**src/rtl/stopwatch_display_mux_pkg.sv**
```systemverilog
// Shared types and constants for the stopwatch seven-segment display path.
package stopwatch_disp_pkg;

    // Digit scan position; value equals the anode bit driven low.
    typedef enum logic [1:0] {
        D0_TENTHS   = 2'd0,
        D1_SEC_LOW  = 2'd1,
        D2_SEC_HIGH = 2'd2,
        D3_MIN      = 2'd3
    } digit_idx_e;

    // One coherent snapshot of the four BCD digits.
    typedef struct packed {
        logic [3:0] minutes;
        logic [3:0] sec_high;
        logic [3:0] sec_low;
        logic [3:0] tenths;
    } frame_t;

    localparam logic [6:0] SEG_BLANK = 7'h7F;
    localparam logic [6:0] SEG_DASH  = 7'h3F;

    // Active-low segment patterns {g..a}, entry n is digit n.
    localparam logic [9:0][6:0] SEG_TABLE = {
        7'h10, 7'h00, 7'h78, 7'h02, 7'h12,
        7'h19, 7'h30, 7'h24, 7'h79, 7'h40
    };

    // Decimal point lit on sec_low and minutes slots.
    localparam logic [3:0] DP_MASK = 4'b1010;

    function automatic digit_idx_e next_idx(input digit_idx_e cur);
        case (cur)
            D0_TENTHS:   return D1_SEC_LOW;
            D1_SEC_LOW:  return D2_SEC_HIGH;
            D2_SEC_HIGH: return D3_MIN;
            default:     return D0_TENTHS;
        endcase
    endfunction

endpackage

```
**src/rtl/stopwatch_display_mux_if.sv**
```systemverilog
// Digit inputs from the stopwatch counter and multiplexed display outputs.
interface stopwatch_display_mux_if;
    logic [3:0] minutes;
    logic [3:0] sec_high;
    logic [3:0] sec_low;
    logic [3:0] tenths;
    logic [3:0] an;
    logic [6:0] seg;
    logic       dp;

    modport master (
        output minutes, sec_high, sec_low, tenths,
        input  an, seg, dp
    );

    modport slave (
        input  minutes, sec_high, sec_low, tenths,
        output an, seg, dp
    );
endinterface

```
**src/rtl/stopwatch_display_mux_bcd_to_seg7.sv**
```systemverilog
// Combinational BCD to active-low seven-segment decoder; non-BCD shows a dash.
module bcd_to_seg7
    import stopwatch_disp_pkg::*;
(
    input  logic [3:0] bcd_i,
    output logic [6:0] seg_o
);

    // Table lookup for 0-9, dash for 10-15.
    always_comb begin
        seg_o = SEG_DASH;
        if (bcd_i <= 4'd9) begin
            seg_o = SEG_TABLE[bcd_i];
        end
    end

endmodule

```
**src/rtl/stopwatch_display_mux.sv**
```systemverilog
// 4-digit multiplexed seven-segment driver for the stopwatch (M.SS.d).
// Optional build macro: LEADING_ZERO_BLANK_EN blanks a zero minutes digit and,
// when minutes is zero, a zero tens-of-seconds digit.
module stopwatch_display_mux
    import stopwatch_disp_pkg::*;
#(
    parameter int unsigned REFRESH_DIV = 100000,
    parameter int unsigned CNT_W       = 17
) (
    input logic             clock,
    input logic             reset,
    stopwatch_display_mux_if.slave bus
);

    logic [CNT_W-1:0] cnt_q;
    digit_idx_e       idx_q;
    frame_t           frame_q;
    logic             load_pending_q;
    logic [3:0]       an_q;
    logic [6:0]       seg_q;
    logic             dp_q;

    logic             tick;
    frame_t           in_frame;
    frame_t           disp_frame;
    logic [3:0]       digit_sel;
    logic [6:0]       dec_seg;
    logic [3:0]       an_d;
    logic [6:0]       seg_d;
    logic             dp_d;

    assign in_frame = '{minutes:  bus.minutes,  sec_high: bus.sec_high,
                        sec_low:  bus.sec_low,  tenths:   bus.tenths};

    // Slot timing, digit selection and next output values.
    always_comb begin
        tick = (cnt_q == CNT_W'(REFRESH_DIV - 1));
        // On the first cycle after reset the snapshot is still being loaded,
        // so the live inputs are decoded directly to avoid a stale first slot.
        disp_frame = load_pending_q ? in_frame : frame_q;
        digit_sel  = disp_frame.tenths;
        an_d       = 4'b1110;
        case (idx_q)
            D0_TENTHS:   begin digit_sel = disp_frame.tenths;   an_d = 4'b1110; end
            D1_SEC_LOW:  begin digit_sel = disp_frame.sec_low;  an_d = 4'b1101; end
            D2_SEC_HIGH: begin digit_sel = disp_frame.sec_high; an_d = 4'b1011; end
            default:     begin digit_sel = disp_frame.minutes;  an_d = 4'b0111; end
        endcase
        seg_d = dec_seg;
        dp_d  = ~DP_MASK[idx_q];
`ifdef LEADING_ZERO_BLANK_EN
        if (disp_frame.minutes == 4'd0) begin
            if (idx_q == D3_MIN ||
                (idx_q == D2_SEC_HIGH && disp_frame.sec_high == 4'd0)) begin
                seg_d = SEG_BLANK;
                dp_d  = 1'b1;
            end
        end
`endif
    end

    bcd_to_seg7 u_dec (
        .bcd_i (digit_sel),
        .seg_o (dec_seg)
    );

    // Refresh counter, scan sequencer, frame snapshot and output registers.
    always_ff @(posedge clock) begin
        if (reset) begin
            cnt_q          <= '0;
            idx_q          <= D0_TENTHS;
            frame_q        <= '0;
            load_pending_q <= 1'b1;
            an_q           <= '1;
            seg_q          <= SEG_BLANK;
            dp_q           <= 1'b1;
        end else begin
            cnt_q <= tick ? '0 : cnt_q + CNT_W'(1);
            if (tick) begin
                idx_q <= next_idx(idx_q);
            end
            if (load_pending_q || (tick && idx_q == D3_MIN)) begin
                frame_q <= in_frame;
            end
            load_pending_q <= 1'b0;
            an_q           <= an_d;
            seg_q          <= seg_d;
            dp_q           <= dp_d;
        end
    end

    assign bus.an  = an_q;
    assign bus.seg = seg_q;
    assign bus.dp  = dp_q;

endmodule

```
**src/flat_wrapper.sv**
```systemverilog
// flat-port wrapper written by rule: the top's interface ports become plain ports
module stopwatch_display_mux_flat import stopwatch_disp_pkg::*;
#(
    parameter int unsigned REFRESH_DIV = 100000,
    parameter int unsigned CNT_W       = 17
)
  (clock, reset, bus_minutes, bus_sec_high, bus_sec_low, bus_tenths, bus_an, bus_seg, bus_dp);
  stopwatch_display_mux_if bus_i ();
  input logic clock;
  input logic reset;
  input wire logic [$bits(bus_i.minutes)-1:0] bus_minutes;
  input wire logic [$bits(bus_i.sec_high)-1:0] bus_sec_high;
  input wire logic [$bits(bus_i.sec_low)-1:0] bus_sec_low;
  input wire logic [$bits(bus_i.tenths)-1:0] bus_tenths;
  output wire logic [$bits(bus_i.an)-1:0] bus_an;
  output wire logic [$bits(bus_i.seg)-1:0] bus_seg;
  output wire logic [$bits(bus_i.dp)-1:0] bus_dp;
  assign bus_i.minutes = bus_minutes;
  assign bus_i.sec_high = bus_sec_high;
  assign bus_i.sec_low = bus_sec_low;
  assign bus_i.tenths = bus_tenths;
  assign bus_an = bus_i.an;
  assign bus_seg = bus_i.seg;
  assign bus_dp = bus_i.dp;
  stopwatch_display_mux #(.REFRESH_DIV(REFRESH_DIV), .CNT_W(CNT_W)) u_core (.clock(clock), .reset(reset), .bus(bus_i));
endmodule
```
**config.mk**
```make
export PLATFORM = sky130hd
export DESIGN_NAME = stopwatch_display_mux_flat
export DESIGN_NICKNAME = d
export VERILOG_FILES = /design/src/rtl/stopwatch_display_mux_pkg.sv /design/src/rtl/stopwatch_display_mux_if.sv /design/src/rtl/stopwatch_display_mux_bcd_to_seg7.sv /design/src/rtl/stopwatch_display_mux.sv /design/src/flat_wrapper.sv
export SDC_FILE = /design/constraint.sdc
export NUM_CORES = 1
export LEC_CHECK = 0
export CORE_ASPECT_RATIO = 1.4
export CORE_MARGIN = 10
export CORE_UTILIZATION = 50
export DETAILED_ROUTE_END_ITERATION = 10
export PLACE_DENSITY_LB_ADDON = 0.2
export RECOVER_POWER = 100
export SLEW_MARGIN = 40
export SYNTH_ARGS = -nofsm -noshare
export SYNTH_HDL_FRONTEND = slang
export SYNTH_SLANG_ARGS = --single-unit
```
**constraint.sdc**
```tcl
create_clock -name clock -period 3.55 [get_ports clock]
set_input_delay 0.71 -clock clock [delete_from_list [all_inputs] [get_ports clock]]
set_output_delay 0.71 -clock clock [all_outputs]
set_load 0.02 [all_outputs]
```
==> results of run 1 <==
where the power goes:
part           total (mW)  internal [mW]  switching (mW)
clock               0.304          0.134           0.170
sequential          0.576          0.563          0.0137
combinational       0.142         0.0722          0.0702
cells by family after synthesis:
logic type | synth area share [%]
buffers and inverters | 4.34
AO/OA/AOI/OAI | 7.14
XOR/XNOR | 5.77
multiplexers | 17.0
flip-flops | 42.2
AND/OR/NAND/NOR | 16.9
adder cells (fa/ha/maj) | 6.59
placed cells by master, fill, tap and decap left out, types with 2 or more instances in the layout:
master	n
dlygate4sd3_1	14
a22oi_1	3
and3_1	2
nor4_1	2
clkdlybuf4s50_1	15
ha_1	12
nand2_1	15
a222oi_1	2
a32oi_1	3
nor3_1	2
dfxtp_1	47
clkbuf_1	2
mux2_1	2
inv_1	8
nor2_1	48
mux2i_1	23
clkbuf_8	5
mux2_2	12
xnor2_1	6
nand3_1	3
nand4_1	4
o221ai_1	2
a21oi_1	3
xor2_1	9
final cells by class:
class                           count  area share, %
Sequential cell                    48           36.5
Clock buffer                        6           2.76
Inverter                            8           1.14
Clock inverter                      1          0.190
Timing Repair Buffer               30           11.2
Multi-Input combinational cell    166           45.3
Tap cell                           62           2.95
critical path, stage by stage:
cell and delay [ps]:
dlygate4sd3_1 520, clkbuf_1 800, or2_0 810, nor2_1 120
registers in the layout (all words and copies together) (netlist names):
name and flops:
u_core.frame_q 16, u_core.bus.an 4, u_core.cnt_q 17, u_core.bus.dp 1
u_core.idx_q 2, u_core.bus.seg 7, u_core.load_pending_q 1
through the flow:
stage	hold slack, ps	setup WS [ps]
floorplan	418	1360
global placement	443	760
detailed placement	453	708
CTS	473	829
global route	507	525
finish	470	733
synthesized netlist by cell type, drive strengths merged, types with 3 or more instances:
| master | count |
|---|---|
| inv | 8 |
| mux2 | 14 |
| nand4 | 4 |
| buf | 6 |
| a32oi | 3 |
| nand3 | 3 |
| clkbuf | 3 |
| nand2 | 15 |
| a21oi | 3 |
| dfxtp | 48 |
| nor2 | 48 |
| xnor2 | 6 |
| a22oi | 4 |
| and3 | 3 |
| mux2i | 23 |
| ha | 12 |
| xor2 | 9 |
layer usage:
| layer | wire length [µm] | vias up | global-route usage [%] |
|---|---|---|---|
| met5 | 0 | - | 0 |
| met4 | 91 | 0 | 5.07 |
| met3 | 131 | 8 | 3.40 |
| met2 | 2430 | 27 | 22.4 |
| met1 | 1740 | 770 | 12.1 |
| li1 | - | 844 | - |
how the worst max path moves through the flow:
stage	startpoint	to
2_1_floorplan	bus_sec_low[0]	u_core.bus.seg[4]$_SDFF_PP1_
3_3_place_gp	bus_sec_low[1]	u_core.bus.seg[0]$_SDFF_PP1_
3_5_place_dp	bus_sec_low[1]	u_core.bus.seg[0]$_SDFF_PP1_
4_1_cts	u_core.load_pending_q$_DFF_P_	u_core.bus.seg[0]$_SDFF_PP1_
5_1_grt	reset	u_core.cnt_q[16]$_SDFF_PP0_
6_report	reset	u_core.cnt_q[14]$_SDFF_PP0_
==> flow_summary.ini, run 1 <==
[critical_path]
cp.arrival_ps = 2970
r2r_slack_ps = 1020
required_ps = 3700
start_kind = primary input
worstRegToRegCells = 5
crit_fanout = 25
crit_path_end_kind = register
r2r-start = u_core.cnt_q[11]$_SDFF_PP0_
worst-setup-path-type = in -> reg
reg2reg_to = u_core.cnt_q[14]$_SDFF_PP0_

[finish]
area_growth_pct = 15.7
antenna_cells = 0
nets = 289
drive_gt1_share_pct = 9.65
finalCoreUtilization_pct = 59.0
seqCellArea_um2 = 962
num-fill-cells = 423
multi_input_area_um2 = 1190
final_area_um2 = 2630
layout.cells.non_filler = 321

[logic_synthesis]
synthesis.nets = 261
synth_seq_cells = 48
async_flop_share_pct = 0
synth_flop_cell = dfxtp_1
synth.distinct_cells = 37
synth_warnings = 0
synth_area_per_cell_um2 = 9.86
yosysTopAreaCellShare_pct = 42.2
synth_cells = 231
post-synth-top-area-cell = dfxtp_1
syn-cell-area_um2 = 2280
synth_enable_flop_cells = 0
ys_top_cells_by_area = dfxtp_1 (42%), mux2i_1 (10%), nor2_1 (7.9%)
ys_seq_area_share_pct = 42.2

[power]
powerDensity_nw_per_um2 = 388
vdd_drop_max_mv = 0.283
p_leak_nw = 1.06
power_mw = 1.02

[floorplan]
die_h_um = 99.9
dieArea_um2 = 7690
die_x_um = 77.0
initial_core_util_pct = 51.0
core_um2 = 4460
ios = 30
core.rowCount = 29

[timing]
finalCritPeriodShare_pct = 79.3
final.setup.tns_ps = 0
worstMarginPinSlew_ps = 1190
rsz0062_at_grt = false
maxSlewHeadroom_pct = 20.4
max_freq_mhz = 355
finalMaxSlewViolations = 0
period_needed_ps = 2820
clock_skew_ps = 3.78
setup_viol = 0
hold_violations = 0

[drt]
vias = 1649
wl_per_cell_um = 13.7
viasPerCell = 5.14
wl_um = 4380
drt-initial-drc-count = 58
postRouteAntennaNets = 0
dr.pass1.iters = 4
drc = 0

[outcome]
outcome = complete, no violations

[global_routing]
grtUsageTotal_pct = 12.0
grt-ovfl-total = 0
grt_max_degree = 26
antenna_found_initial = 0
grt_pass1_vias = 1712
grt_pass1_wl_um = 7660

[clock_network]
htree_levels = 2
cts.sink_count = 48
root_buffer = clkbuf_8
cts_buffers = 5
post-cts-setup-buffer-count = 0
cts_hold_buffers = 0
ctsResizeCount = 0
clk_latency_ps = 300
tritoncts = built
cts.path.max_buffers = 2
clkTransAtPathRegs_ps = 80

[place]
place.gp.congestion = 0.746
portBuffers = 29
place_inst = 314
place_area_um2 = 2580
dp_hpwl_um = 3290

[worst_hold_path]
hold_depth = 1
hold_class = reg -> reg
worstHoldStart = u_core.cnt_q[0]$_SDFF_PP0_
hold_end = u_core.cnt_q[0]$_SDFF_PP0_

[run]
max-cap-violations = 0
(Power assumes the default switching activity.)
==> inputs of run 2 (changes only) <==
==> constraint.sdc (replaced) <==
create_clock -name clock -period 2.8 [get_ports clock]
set_input_delay 0.56 -clock clock [delete_from_list [all_inputs] [get_ports clock]]
set_output_delay 0.56 -clock clock [all_outputs]
set_load 0.02 [all_outputs]
==> run 2 against run 1 <==
Compared with the run above: sequential share of layout area is 0.56 points lower; design area is 1.4% higher; global-route usage is 0.095 points lower; power is 37% higher; sequential power is 26% higher; non-clock buffer count is 1 higher; setup slack worse by 480 ps; combinational power is 31% higher; sequential cell count stayed put; die area stayed put; wire length hardly changed; clock skew is 1.7 ps higher; highest routed layer unchanged.
==> flow_summary.ini, run 2 (synthesis results as in run 1) <==
[outcome]
outcome = complete, no violations

[critical_path]
cpLargestDelayFamily = compound AO/OA/AOI/OAI gates
required_ps = 3020
critPathBufInv = 2
crit_chain = dlygate4sd3_1, mux2_1, a222oi_1, mux2_2, inv_1, ha_1, nor2_1, a21oi_1, a32oi_1
worstRegToRegCells = 5
start_kind = primary input
cp.arrival_ps = 2770
crit_path_end_kind = register
worst-setup-path-type = in -> reg
crit_fanout = 4
r2r-start = u_core.cnt_q[11]$_SDFF_PP0_
crit_slowest_cell = dlygate4sd3_1
cp_slowest_stage_delay_ps = 550
r2r_slack_ps = 410
reg2reg_to = u_core.cnt_q[12]$_SDFF_PP0_

[timing]
period_needed_ps = 2550
fin_hold_ws_ps = 467
clock_skew_ps = 5.47
rsz0062_at_grt = false
setup_viol = 0
hold_violations = 0
final.setup.tns_ps = 0
max_freq_mhz = 393
timing.final.ws_setup_ps = 252
finalMaxSlewViolations = 0
finalCritPeriodShare_pct = 91.0
maxSlewHeadroom_pct = 21.5
worstMarginPinSlew_ps = 1180

[drt]
dr.pass1.iters = 4
postRouteAntennaNets = 0
wl_um = 4380
vias = 1670
drc = 0
wl_per_cell_um = 13.6
viasPerCell = 5.17
drt-initial-drc-count = 43

[floorplan]
core_um2 = 4460
dieArea_um2 = 7690
ios = 30
core.rowCount = 29
initial_core_util_pct = 51.0
die_h_um = 99.9
die_x_um = 77.0

[finish]
antenna_cells = 0
drive_gt1_share_pct = 9.96
final_cell_mix = nor2_1 (48), dfxtp_1 (48), mux2i_1 (23)
num-fill-cells = 437
max_flop_register = u_core.cnt_q
layout.cells.non_filler = 323
largest_reg_flops = 17
area_growth_pct = 17.3
nets = 290

[place]
portBuffers = 29
place_inst = 315
place.gp.congestion = 0.805
place_ws_ps = 102
dp_hpwl_um = 3350

[run]
max-cap-violations = 0

[global_routing]
grt_pass1_wl_um = 7650
grt_max_degree = 25
grt_pass1_vias = 1739
antenna_found_initial = 0
grtUsageTotal_pct = 11.9
grt-ovfl-total = 0

[clock_network]
root_buffer = clkbuf_8
clk_latency_ps = 290
cts.sink_count = 48
ctsResizeCount = 0
cts_hold_buffers = 0
cts.path.max_buffers = 2
clkTransAtPathRegs_ps = 90
cts_buffers = 5
tritoncts = built
htree_levels = 2
post-cts-setup-buffer-count = 0

[worst_hold_path]
worstHoldStart = u_core.cnt_q[0]$_SDFF_PP0_
hold_class = reg -> reg
hold_end = u_core.cnt_q[0]$_SDFF_PP0_
hold_depth = 1

[power]
p_leak_nw = 1.08
vdd_drop_max_mv = 0.293
powerDensity_nw_per_um2 = 526
## run 2: layout make-up
| type | count | area (µm²) | area share (%) |
|---|---|---|---|
| clock buffer | 5 | 68.8 | 2.58 |
| clock inverter | 3 | 42.5 | 1.59 |
| inverter | 8 | 30.0 | 1.12 |
| multi-input combinational | 166 | 1190 | 44.5 |
| sequential | 48 | 961 | 36.0 |
| tap | 62 | 77.6 | 2.90 |
| timing repair buffer | 31 | 302 | 11.3 |
## run 2: routing by layer
| layer | part of all wire [%] | global-route usage [%] | up-vias |
|---|---|---|---|
| met3 | 2.8 | 3.04 | 9 |
| met5 | 0 | 0 | - |
| li1 | - | - | 845 |
| met4 | 2.0 | 4.65 | 0 |
| met1 | 40 | 11.8 | 792 |
| met2 | 55 | 23.0 | 24 |
## run 2: how the worst max path moves through the flow
stage                                   endpoint  cells past startpoint  slack [ps]                     startpoint
floorplan           u_core.bus.seg[0]$_SDFF_PP1_                      9         660  u_core.load_pending_q$_DFF_P_
CTS                 u_core.bus.seg[0]$_SDFF_PP1_                      8         430                 bus_sec_low[1]
detailed placement  u_core.bus.seg[0]$_SDFF_PP1_                      8         100                 bus_sec_low[1]
global route        u_core.bus.seg[4]$_SDFF_PP1_                      9         130                 bus_sec_low[0]
global placement    u_core.bus.seg[0]$_SDFF_PP1_                      8         160                 bus_sec_low[1]
finish              u_core.bus.seg[4]$_SDFF_PP1_                      9         250                 bus_sec_low[0]
## run 2: power breakdown
part	leakage, nW	internal, mW	switching, mW	total [mW]
clock network	0.0541	0.264	0.228	0.492
logic	0.632	0.0926	0.0936	0.186
registers	0.394	0.713	0.0144	0.728
total	1.08	1.07	0.336	1.41
## run 2: metrics by stage
| step | cell area, µm² | utilization (%) | power, mW |
|---|---|---|---|
| 5_1_grt | 2670 | 59.9 | 1.47 |
| 4_1_cts | 2700 | 60.6 | 1.44 |
| 3_3_place_gp | 2590 | 58.1 | 0.935 |
| 3_5_place_dp | 2590 | 58.1 | 0.939 |
| 6_report | 2670 | 59.9 | 1.41 |
| 2_1_floorplan | 2280 | - | 0.866 |
==> inputs of run 3 (changes only) <==
--- a/config.mk
+++ b/config.mk
@@ -5,12 +5,14 @@
 export SDC_FILE = /design/constraint.sdc
 export NUM_CORES = 1
 export LEC_CHECK = 0
+export ABC_AREA = 1
 export CORE_ASPECT_RATIO = 1.4
 export CORE_MARGIN = 10
-export CORE_UTILIZATION = 50
+export CORE_UTILIZATION = 40
 export DETAILED_ROUTE_END_ITERATION = 10
 export PLACE_DENSITY_LB_ADDON = 0.2
 export RECOVER_POWER = 100
+export SKIP_LAST_GASP = 1
 export SLEW_MARGIN = 40
 export SYNTH_ARGS = -nofsm -noshare
 export SYNTH_HDL_FRONTEND = slang
==> run 3 against run 2 <==
Compared with the run above: sequential share of layout area shrank 2.3 points; wire length grew 21%; non-clock buffer count grew 1; combinational power grew 3%; cell count grew 37%; global-route usage shrank 0.66 points; sequential power shrank 0.7%; utilization shrank 11 points; clock skew grew 5.3 ps.
==> flow_summary.ini, run 3 <==
[logic_synthesis]
synth_seq_cells = 48
synth_enable_flop_cells = 0
async_flop_share_pct = 0
synthesis.nets = 373
ys_seq_area_share_pct = 39.5
ys_top_cells_by_area = dfxtp_1 (40%), nand2_1 (12%), nor2_1 (8.3%)
synth_area_per_cell_um2 = 7.09
post-synth-top-area-cell = dfxtp_1
synth_commonest_cells = nand2_1 (77), nor2_1 (54), dfxtp_1 (48), inv_1 (48), nand3_1 (27)
synth_warnings = 0
synth_cells = 343
yosysMostFrequentCell = nand2_1
synth.distinct_cells = 33
yosysTopAreaCellShare_pct = 39.5
syn-cell-area_um2 = 2430
synth_flop_cell = dfxtp_1

[finish]
nets = 403
final_cell_mix = nand2_1 (78), nor2_1 (55), inv_1 (49)
layout.cells.most_common = nand2_1
drive_gt1_share_pct = 5.61
area_growth_pct = 17.5
largest_reg_flops = 17
antenna_cells = 0
num-fill-cells = 638
max_flop_register = u_core.cnt_q
finalCoreUtilization_pct = 48.7

[critical_path]
cp.arrival_ps = 2490
start_kind = register
cp_slowest_stage_delay_ps = 430
required_ps = 3000
crit_fanout = 6
worst-setup-path-type = reg -> reg
cpLargestDelayFamily = compound AO/OA/AOI/OAI gates
crit_slowest_cell = dfxtp_1
cp_common_cell = nand2_1
crit_chain = inv_1, ha_1, o211ai_1, nand2_1, o21ai_0, ha_1, inv_1, nand2_1, nand3_1, a21oi_4, nand2_1
crit_path_end_kind = register
critPathBufInv = 2
r2r_slack_ps = 510

[power]
p_leak_nw = 1.30
powerDensity_nw_per_um2 = 493
vdd_drop_max_mv = 0.317
power_mw = 1.41

[timing]
period_needed_ps = 2290
rsz0062_at_grt = false
setup_viol = 0
worstMarginPinSlew_ps = 792
max_freq_mhz = 436
finalCritPeriodShare_pct = 81.9
maxSlewHeadroom_pct = 47.2
timing.final.ws_setup_ps = 507
final.setup.tns_ps = 0
hold_violations = 0
finalMaxSlewViolations = 0
clock_skew_ps = 10.7

[place]
place.gp.congestion = 0.817
dp_hpwl_um = 4100
portBuffers = 29
place_ws_ps = 412

[clock_network]
htree_levels = 2
root_buffer = clkbuf_8
clkTransAtPathRegs_ps = 90
post-cts-setup-buffer-count = 0
clk_latency_ps = 300
cts_hold_buffers = 0
cts.sink_count = 48
cts_buffers = 5
ctsResizeCount = 0
cts.path.max_buffers = 2
tritoncts = built

[drt]
viasPerCell = 4.78
dr.pass1.iters = 4
vias = 2122
drc = 0
drt-initial-drc-count = 97
wl_per_cell_um = 11.9
wl_um = 5310
postRouteAntennaNets = 0

[floorplan]
initial_core_util_pct = 41.5
core_um2 = 5860
core.rowCount = 33
die_h_um = 112
ios = 30
die_x_um = 85.9
dieArea_um2 = 9640

[global_routing]
grtUsageTotal_pct = 11.2
grt_max_degree = 22
grt-ovfl-total = 0
grt_pass1_wl_um = 9100
grt_pass1_vias = 2024
antenna_found_initial = 0

[outcome]
outcome = complete, no violations

[run]
max-cap-violations = 0

[worst_hold_path]
hold_class = reg -> reg
==> run 3: where the power goes <==
group	switching, mW	total [mW]	internal (mW)
clock network	0.229	0.494	0.265
logic	0.112	0.192	0.0800
registers	0.00893	0.723	0.714
total	0.350	1.41	1.06
==> run 3: worst register-to-register path, delay by kind of cell (launching register included) <==
family          cells  cell delay, ps
compound gates      3             690
fa+ha+maj           2             570
buf+inv             2             170
flops               1             430
simple gates        4             340
==> run 3: final timing paths <==
check                                             startpoint                           end  depth (start not counted)
worst max-delay path            u_core.idx_q[0]$_SDFFE_PP0P_  u_core.bus.seg[0]$_SDFF_PP1_                         11
worst min-delay path              u_core.cnt_q[0]$_SDFF_PP0_    u_core.cnt_q[0]$_SDFF_PP0_                          1
worst max register to register  u_core.idx_q[0]$_SDFFE_PP0P_  u_core.bus.seg[0]$_SDFF_PP1_                         11
worst min register to register    u_core.cnt_q[0]$_SDFF_PP0_    u_core.cnt_q[0]$_SDFF_PP0_                          1
==> run 3: logic make-up after synthesis <==
group | synth area share (%)
buffers and inverters | 10.4
and+or+nand+nor | 31.2
DFF | 39.5
xor gates and xnor gates | 2.88
adders and majority gates | 6.18
AOI/OAI and AO/OA | 9.73
==> run 3: layout make-up <==
cell class | instances | area (µm²) | share of cell area [%]
clock inverters | 2 | 35.0 | 1.23
repair buffers | 32 | 305 | 10.7
multi-input cells | 235 | 1200 | 42.1
inverters | 51 | 193 | 6.75
well taps | 70 | 87.6 | 3.07
clock buffers | 6 | 72.6 | 2.54
flip-flops and latches | 48 | 961 | 33.6
==> run 3: per-stage QoR <==
stage	area, µm²	instances	hold WS [ps]
floorplan	2430	343	418
global placement	2770	436	426
detailed placement	2770	436	441
finish	2860	444	455
CTS	2880	444	459
global route	2860	444	491
==> run 3: layer usage <==
| layer | vias to the layer above | part of all wire [%] | GRT usage [%] |
|---|---|---|---|
| met1 | 963 | 41 | 11.4 |
| li1 | 1124 | - | - |
| met3 | 7 | 3.7 | 2.97 |
| met2 | 28 | 54 | 21.4 |
| met4 | 0 | 1.0 | 3.30 |
| met5 | - | 0 | 0 |
